<file path="config.mk">
export PLATFORM = sky130hd
export DESIGN_NAME = load_store_unit
export DESIGN_NICKNAME = d
export VERILOG_FILES = /design/src/rtl/lsu_pkg.sv /design/src/rtl/lsu_lane_align.sv /design/src/rtl/load_store_unit.sv
export SDC_FILE = /design/constraint.sdc
export NUM_CORES = 1
export LEC_CHECK = 0
export ABC_AREA = 1
export CORE_MARGIN = 3
export CORE_UTILIZATION = 52
export CTS_CLUSTER_DIAMETER = 80
export DETAILED_ROUTE_END_ITERATION = 8
export PLACE_DENSITY = 0.93
export SYNTH_ARGS = -nofsm -noshare
export SYNTH_HDL_FRONTEND = slang
export SYNTH_HIERARCHICAL = 1
export SYNTH_SLANG_ARGS = --single-unit
</file>
<file path="constraint.sdc">
create_clock -name clk -period 4.5 [get_ports clk]
set_clock_uncertainty 0.1 [all_clocks]
set_input_delay 0.45 -clock clk [delete_from_list [all_inputs] [get_ports clk]]
set_output_delay 0.45 -clock clk [all_outputs]
set_load 0.03 [all_outputs]
</file>
<file path="src/rtl/lsu_pkg.sv">
// Shared definitions for the load/store unit: RV32I funct3 width codes and FSM states.
package lsu_pkg;

  localparam logic [2:0] F3_B  = 3'd0;
  localparam logic [2:0] F3_H  = 3'd1;
  localparam logic [2:0] F3_W  = 3'd2;
  localparam logic [2:0] F3_BU = 3'd4;
  localparam logic [2:0] F3_HU = 3'd5;

  typedef enum logic [2:0] {
    IDLE  = 3'd0,
    RD    = 3'd1,
    MERGE = 3'd2,
    WR    = 3'd3,
    DONE  = 3'd4
  } lsu_state_t;

endpackage

</file>
<file path="src/rtl/lsu_lane_align.sv">
// Little-endian lane handling: extends the selected load lane and splices
// sub-word store data into a fetched word.
module lsu_lane_align
  import lsu_pkg::*;
(
  input  logic [31:0] word,
  input  logic [1:0]  offset,
  input  logic [2:0]  funct3,
  input  logic [31:0] storeData,
  output logic [31:0] loadValue,
  output logic [31:0] mergedWord
);

  logic [7:0]  lane_b;
  logic [15:0] lane_h;

  always_comb begin
    lane_b = word[{offset, 3'b000} +: 8];
    lane_h = offset[1] ? word[31:16] : word[15:0];

    case (funct3)
      F3_B:    loadValue = {{24{lane_b[7]}}, lane_b};
      F3_H:    loadValue = {{16{lane_h[15]}}, lane_h};
      F3_BU:   loadValue = {24'h000000, lane_b};
      F3_HU:   loadValue = {16'h0000, lane_h};
      default: loadValue = word;
    endcase

    mergedWord = word;
    case (funct3)
      F3_B: mergedWord[{offset, 3'b000} +: 8] = storeData[7:0];
      F3_H: begin
        if (offset[1]) mergedWord[31:16] = storeData[15:0];
        else           mergedWord[15:0]  = storeData[15:0];
      end
      default: mergedWord = storeData;
    endcase
  end

endmodule

</file>
<file path="src/rtl/load_store_unit.sv">
// RV32I load/store unit: validates byte-addressed requests and sequences
// word-wide memory accesses, with read-modify-write for SB/SH.
module load_store_unit
  import lsu_pkg::*;
#(
  parameter int ADDRSIZE  = 32,
  parameter int WORDSIZE  = 32,
  parameter int WADDRBITS = 5
) (
  input  logic                 clk,
  input  logic                 reset,
  input  logic                 req,
  input  logic                 memRead,
  input  logic                 memWrite,
  input  logic [2:0]           funct3,
  input  logic [31:0]          address,
  input  logic [WORDSIZE-1:0]  storeData,
  output logic [WORDSIZE-1:0]  loadData,
  output logic                 done,
  output logic                 error,
  output logic                 busy,
  output logic                 dmemRead,
  output logic                 dmemWrite,
  output logic [WADDRBITS-1:0] dmemAddress,
  output logic [WORDSIZE-1:0]  dmemWriteData,
  input  logic [WORDSIZE-1:0]  dmemReadData
);

  lsu_state_t state, state_next;

  logic [2:0]           funct3_q;
  logic [WADDRBITS+1:0] addr_q;
  logic [WORDSIZE-1:0]  store_q;
  logic                 is_store_q;
  logic                 error_q;
  logic                 req_err;
  logic [31:0]          align_load;
  logic [31:0]          align_merge;

  lsu_lane_align u_align (
    .word      (dmemReadData),
    .offset    (addr_q[1:0]),
    .funct3    (funct3_q),
    .storeData (store_q),
    .loadValue (align_load),
    .mergedWord(align_merge)
  );

  // Request validation against live inputs; only consulted when accepting in IDLE.
  always_comb begin
    req_err = 1'b0;
    if (memRead == memWrite)
      req_err = 1'b1;
    else if (memRead && (funct3 == 3'd3 || funct3 == 3'd6 || funct3 == 3'd7))
      req_err = 1'b1;
    else if (memWrite && (funct3 > F3_W))
      req_err = 1'b1;
    if (funct3[1:0] == 2'd2 && address[1:0] != 2'b00)
      req_err = 1'b1;
    if (funct3[1:0] == 2'd1 && address[0])
      req_err = 1'b1;
    if ({2'b00, address[31:2]} >= 32'(ADDRSIZE))
      req_err = 1'b1;
  end

  always_comb begin
    state_next = state;
    case (state)
      IDLE: begin
        if (req) begin
          if (req_err)                          state_next = DONE;
          else if (memWrite && funct3 == F3_W)  state_next = WR;
          else                                  state_next = RD;
        end
      end
      RD:      state_next = MERGE;
      MERGE:   state_next = DONE;
      WR:      state_next = DONE;
      DONE:    state_next = IDLE;
      default: state_next = IDLE;
    endcase
  end

  // Strobes are gated by reset so an in-flight access is dropped in the reset cycle itself.
  always_comb begin
    dmemRead      = 1'b0;
    dmemWrite     = 1'b0;
    dmemWriteData = store_q;
    case (state)
      RD: dmemRead = !reset;
      MERGE: begin
        if (is_store_q) begin
          dmemWrite     = !reset;
          dmemWriteData = align_merge;
        end
      end
      WR:      dmemWrite = !reset;
      default: ;
    endcase
  end

  assign dmemAddress = addr_q[WADDRBITS+1:2];
  assign busy        = (state != IDLE);
  assign done        = (state == DONE);
  assign error       = done && error_q;

  always_ff @(posedge clk) begin
    if (reset) begin
      state      <= IDLE;
      funct3_q   <= '0;
      addr_q     <= '0;
      store_q    <= '0;
      is_store_q <= 1'b0;
      error_q    <= 1'b0;
      loadData   <= '0;
    end else begin
      state <= state_next;
      if (state == IDLE && req) begin
        funct3_q   <= funct3;
        addr_q     <= address[WADDRBITS+1:0];
        store_q    <= storeData;
        is_store_q <= memWrite;
        error_q    <= req_err;
      end
      if (state == MERGE && !is_store_q)
        loadData <= align_load;
    end
  end

endmodule

</file>
# Word-level counts from Yosys, hierarchy flattened
# Index checks and enable logic that the tools add are counted.
word_totals:
  regBits: 79
  wordCells: 66
op_classes:
  n_addsub: 1
  order_cmp: 2
  n_eq_ne: 15
  n_mux: 21
  shifts: 3
  n_reduce_logical: 17
op_table:
  columns: ["op", "count"]
  rows:
  - ["$pmux W32 S4", 1]
  - ["$mux W32", 2]
  - ["$pmux W32 S2", 1]
  - ["$mux W16", 3]
  - ["$bwmux W32", 1]
  - ["$shift A8 B7 Y32 const A", 1]
  - ["$shiftx A32 B6 Y8", 1]
  - ["$shiftx A8 B7 Y32", 1]
  - ["$ge A30 B6 Y1 const B", 1]
  - ["$eq A3 B3 Y1 const B", 5]
  - ["$eq A3 B2 Y1 const B", 4]
  - ["$pmux W3 S3", 1]
  - ["$logic_and A1 B1 Y1", 8]
  - ["$mux W1", 8]
  - ["$neg A5 Y7", 1]
  - ["$eq A3 B1 Y1 const B", 2]
  - ["$logic_not A3 Y1", 2]
  - ["$mux W3", 2]
  - ["$gt A3 B2 Y1 const B", 1]
  - ["$reduce_bool A3 Y1", 1]
  - ["$eq A2 B1 Y1 const B", 1]
  - ["$eq A2 B2 Y1 const B", 1]
  - ["$logic_not A1 Y1", 2]
  - ["$logic_or A1 B1 Y1", 2]
  - ["other kinds (6)", 6]

# Depth between registers and ports, before layout
depth:
  ltp_word: 12
  depth_mapped: 12

# Cells and area by module
# The synthesis kept the hierarchy.
modules_own_cells:
  columns: ["module", "instances", "cells_per_inst", "area_per_inst_um2", "seq_area_each_um2"]
  rows:
  - ["load_store_unit", 1, 473, 3530.9, 1581.5]
  - ["lsu_lane_align", 1, 507, 2408.6, 0.0]

# Worst setup path after synthesis
# No wires, ideal clock.
synth_timing:
  path_type: "register to output"
  startpoint: "reg addr_q[1]"
  endpoint: "out dmemWriteData[14]"
  arrival_ns: 2.118
  path_buffers: 4
  path_stages_with_launch: 13
  path_slack_ns: 1.832
  cell_sequence: "dfxtp_1 buf_2 inv_2 buf_6 buf_2 ha_1 buf_1 inv_1 a21oi_1 nand2_1 nand3_1 nor2_1 a21oi_1"
synth_via:
  elab_chain_cells: 6
  word_cells_on_any_way: 8
synth_rtl:
  columns: ["item", "line_no", "text"]
  rows:
  - ["from (decl)", "load_store_unit.sv:32", "logic [WADDRBITS+1:0] addr_q;"]
  - ["from (signal assigned)", "load_store_unit.sv:120", "addr_q <= address[WADDRBITS+1:0];"]
  - ["$neg A5 Y7", "lsu_lane_align.sv:31", "F3_B: mergedWord[{offset, 3'b000} +: 8] = storeData[7:0];"]
  - ["$shiftx A8 B7 Y32 or $shift A8 B7 Y32 (tied branches)", "lsu_lane_align.sv:31", null]
  - ["$bwmux W32", "lsu_lane_align.sv:31", null]
  - ["$pmux W32 S2 (*)", "lsu_lane_align.sv:30", "case (funct3)"]
  - ["named net align_merge[14]", "load_store_unit.sv:38", "logic [31:0] align_merge;"]
  - ["$mux W32 (*)", "load_store_unit.sv:92", "if (is_store_q) begin"]
  - ["$mux W32 (*)", "load_store_unit.sv:89", "case (state)"]
  - ["to (decl)", "load_store_unit.sv:25", "output logic [WORDSIZE-1:0] dmemWriteData,"]
# The timed path passes the listed nets; every way through them passes the cells marked *.

# Final worst setup path
layout_timing:
  startpoint: "reg addr_q[1]"
  endpoint: "out dmemWriteData[2]"
# The elaborated chain is that of the path after synthesis.

==> results.txt <==
Status: finished clean
Design Area, Final: 7780 um2
Crit path required time: 3.95 ns
Number of global-route vias before repair: 6220
Cells after Synth: 980
Die Wd: 113 um
YS warnings: 6
Routed WL: 19.5 mm
Slack of the worst reg-to-reg path: 2.10 ns
Iteration-0 DRC Markers: 875
Syn_nets: 1089
Via count: 6991
Grt total ovfl: 0
Most frequent cell after synthesis: nand2_1
First-pass DRT Iterations: 9
Crit Path Class: reg2out
Worst Setup SP: addr_q[1]$_SDFFE_PP0P_
Largest cells by area after synthesis: dfxtp_1, nand2_1, a21oi_1, nor2_1, o21ai_0
H-tree depth: 3
Placed cell area: 7490 um2
Distinct cell type count after synthesis: 32
CP peak stage delay: 0.71 ns
Final ANT Viol Nets: 0
Worst R2R End: loadData[30]$_SDFFE_PP0P_
Root Buffer: clkbuf_16
Layout cells sized above 1: 0.0762
R2R depth: 7
PwrDens: 282 nW/um2
CTS Buf Count: 9
Unrepaired setup endpoints after global routing: no
Most common flop cell mapped by yosys: dfxtp_1
CTS tree: built
Final worst-path cycle share: 0.801
Peak supply drop: 0.163 mV
Initial antenna violation count: 0
Critical hold path startpoint: store_q[27]$_SDFFE_PP0P_
Worst hold path class: reg2reg
FFs w/ async S/R, synth: 0
Max-cap violations: 0
Post-synthesis cell area: 5940 um2
Overall routing resource usage: 0.297
Synth Area per Inst: 6.06 um2
Worst-Skew Late Latency: 0.34 ns
Initial Utilization: 0.541
Clock Sinks: 79
Chip height: 113 um
Number of synthesized flops with an enable pin: 0
Worst path cell trace: inv_2 -> ha_1 -> inv_1 -> nand2_1 -> o21ai_0 -> nand2_1 -> nand3_1 -> nor2_1 -> a21oi_1 -> clkdlybuf4s50_1
Die area: 12700 um2
Area share of the largest cell type after synthesis: 0.266
Worst slew pin tran: 0.673 ns
Reg clk slew, reported paths: 0.07 ns
PostCTS Resize Cnt: 0
Buffers on Ports: 177
GPL Wtd Cong: 0.954
Total power: 2.19 mW
First-pass GRT wire length: 31.3 mm
Crit path launch type: register
Avg WL per Cell: 15.5 um
# diodes: 0
Crit path capture type: primary output
Fin Setup TNS: 0 ns
Worst r2r src: funct3_q[1]$_SDFFE_PP0P_
Layout fillers: 933
Core footprint: 11000 um2
Maximum root-to-sink buffer count: 2
Tmin final: 3.61 ns
Seq/Total Area, Yosys: 0.266
Largest net degree at the start of global routing: 74
Leak Pwr: 3.48 nW
Area Growth Syn to Fin: 31.0%
Cts hold-fix bufs: 0
Post-DP HPWL: 14.0 mm
Rel. slew slack: 0.549
Post-Layout Cell Count: 1255
Setup Fix Bufs, Post-CTS: 0
# rows: 38
Multi-input logic area: 3530 um2
Area leader, netlist: dfxtp_1
Final setup violation count: 0
Top-Level Pins: 178
Reg area: 1580 um2
Final nets: 1219
Number of vias per cell: 5.57
Arrival @ worst endpoint: 3.06 ns
Max Clock Freq: 277 MHz
Final Max Tran Viols: 0
Placed Cells: 1239
#FFs+latches synth: 79
Crit path to: dmemWriteData[2]
Post-synth top cells: nand2_1, nor2_1, a21oi_1
Hold Fails Final Rpt: 0
Slowest cell on the critical path: clkdlybuf4s50_1
Post-route DRC violation count: 0
Crit path max fanout: 35
Worst path most repeated cell: nand2_1
## placed cells by master, fill, tap and decap left out, drive strengths merged
cell type / netlist / final
a21oi: 103 / 103
a22oi: 1 / 1
buf: 53 / 7
clkbuf: 12 / 9
clkdlybuf4s50: 0 / 177
clkinv: 1 / 3
clkinvlp: 0 / 2
dfxtp: 79 / 79
ha: 5 / 5
inv: 99 / 102
nand2: 224 / 224
nand3: 79 / 79
nand3b: 1 / 1
nand4: 1 / 1
nor2: 171 / 171
nor3: 5 / 5
nor4: 1 / 1
o211ai: 24 / 24
o21ai: 121 / 121
## critical path, delay by kind of cell, from the launching register on
family	cells	cell delay, ns
buffers and inverters	3	1.21
AOI/OAI and AO/OA	2	0.43
adders and majority gates	1	0.37
and+or+nand+nor	4	0.37
DFF	1	0.32
## power breakdown
group          internal [mW]  switching (mW)  total [mW]
registers              0.733          0.0319       0.765
logic                  0.269           0.441       0.710
clock network          0.385           0.335       0.719
## worst min-delay path by stage
| stage | end | slack (ns) | cells after the start |
|---|---|---|---|
| after floorplan | store_q[31]$_SDFFE_PP0P_ | 0.34 | 2 |
| after global placement | store_q[27]$_SDFFE_PP0P_ | 0.35 | 2 |
| after detailed placement | store_q[26]$_SDFFE_PP0P_ | 0.36 | 2 |
| after CTS | store_q[26]$_SDFFE_PP0P_ | 0.37 | 2 |
| after global routing | store_q[21]$_SDFFE_PP0P_ | 0.40 | 2 |
| final | store_q[27]$_SDFFE_PP0P_ | 0.37 | 2 |
## cells by family after synthesis
group                      Yosys count  synth area share
and+or+nand+nor                    482             0.363
AOI/OAI and AO/OA                  249             0.221
buffers and inverters              165             0.139
DFF                                 79             0.266
adders and majority gates            5            0.0105
## per-stage QoR
step / util / hold WS [ns] / worst slack (ns)
final: 0.708 / 0.368 / 0.895
after global routing: 0.708 / 0.399 / 0.687
after CTS: 0.708 / 0.371 / 0.923
after detailed placement: 0.682 / 0.361 / 1.32
after global placement: 0.682 / 0.355 / 1.41
after floorplan: - / 0.344 / 1.83
## layer usage
layer,share of wire,track usage,vias to the layer above
li1,-,-,3432
met1,0.43,0.423,3138
met2,0.46,0.466,385
met3,0.096,0.0561,36
met4,0.016,0.0681,0
met5,0,0,-
## registers in the layout, summed over array words and instances (netlist names)
signal / count
funct3_q: 3
state: 3
addr_q: 7
error_q: 1
is_store_q: 1
loadData: 32
store_q: 32
## final cells by class
class,count,area share
Multi-Input combinational cell,736,0.454
Inverter,100,0.0494
Sequential cell,79,0.203
Clock buffer,9,0.0289
Tap cell,140,0.0225
Timing Repair Buffer,184,0.234
Clock inverter,7,0.00788
(Power assumes the default switching activity.)
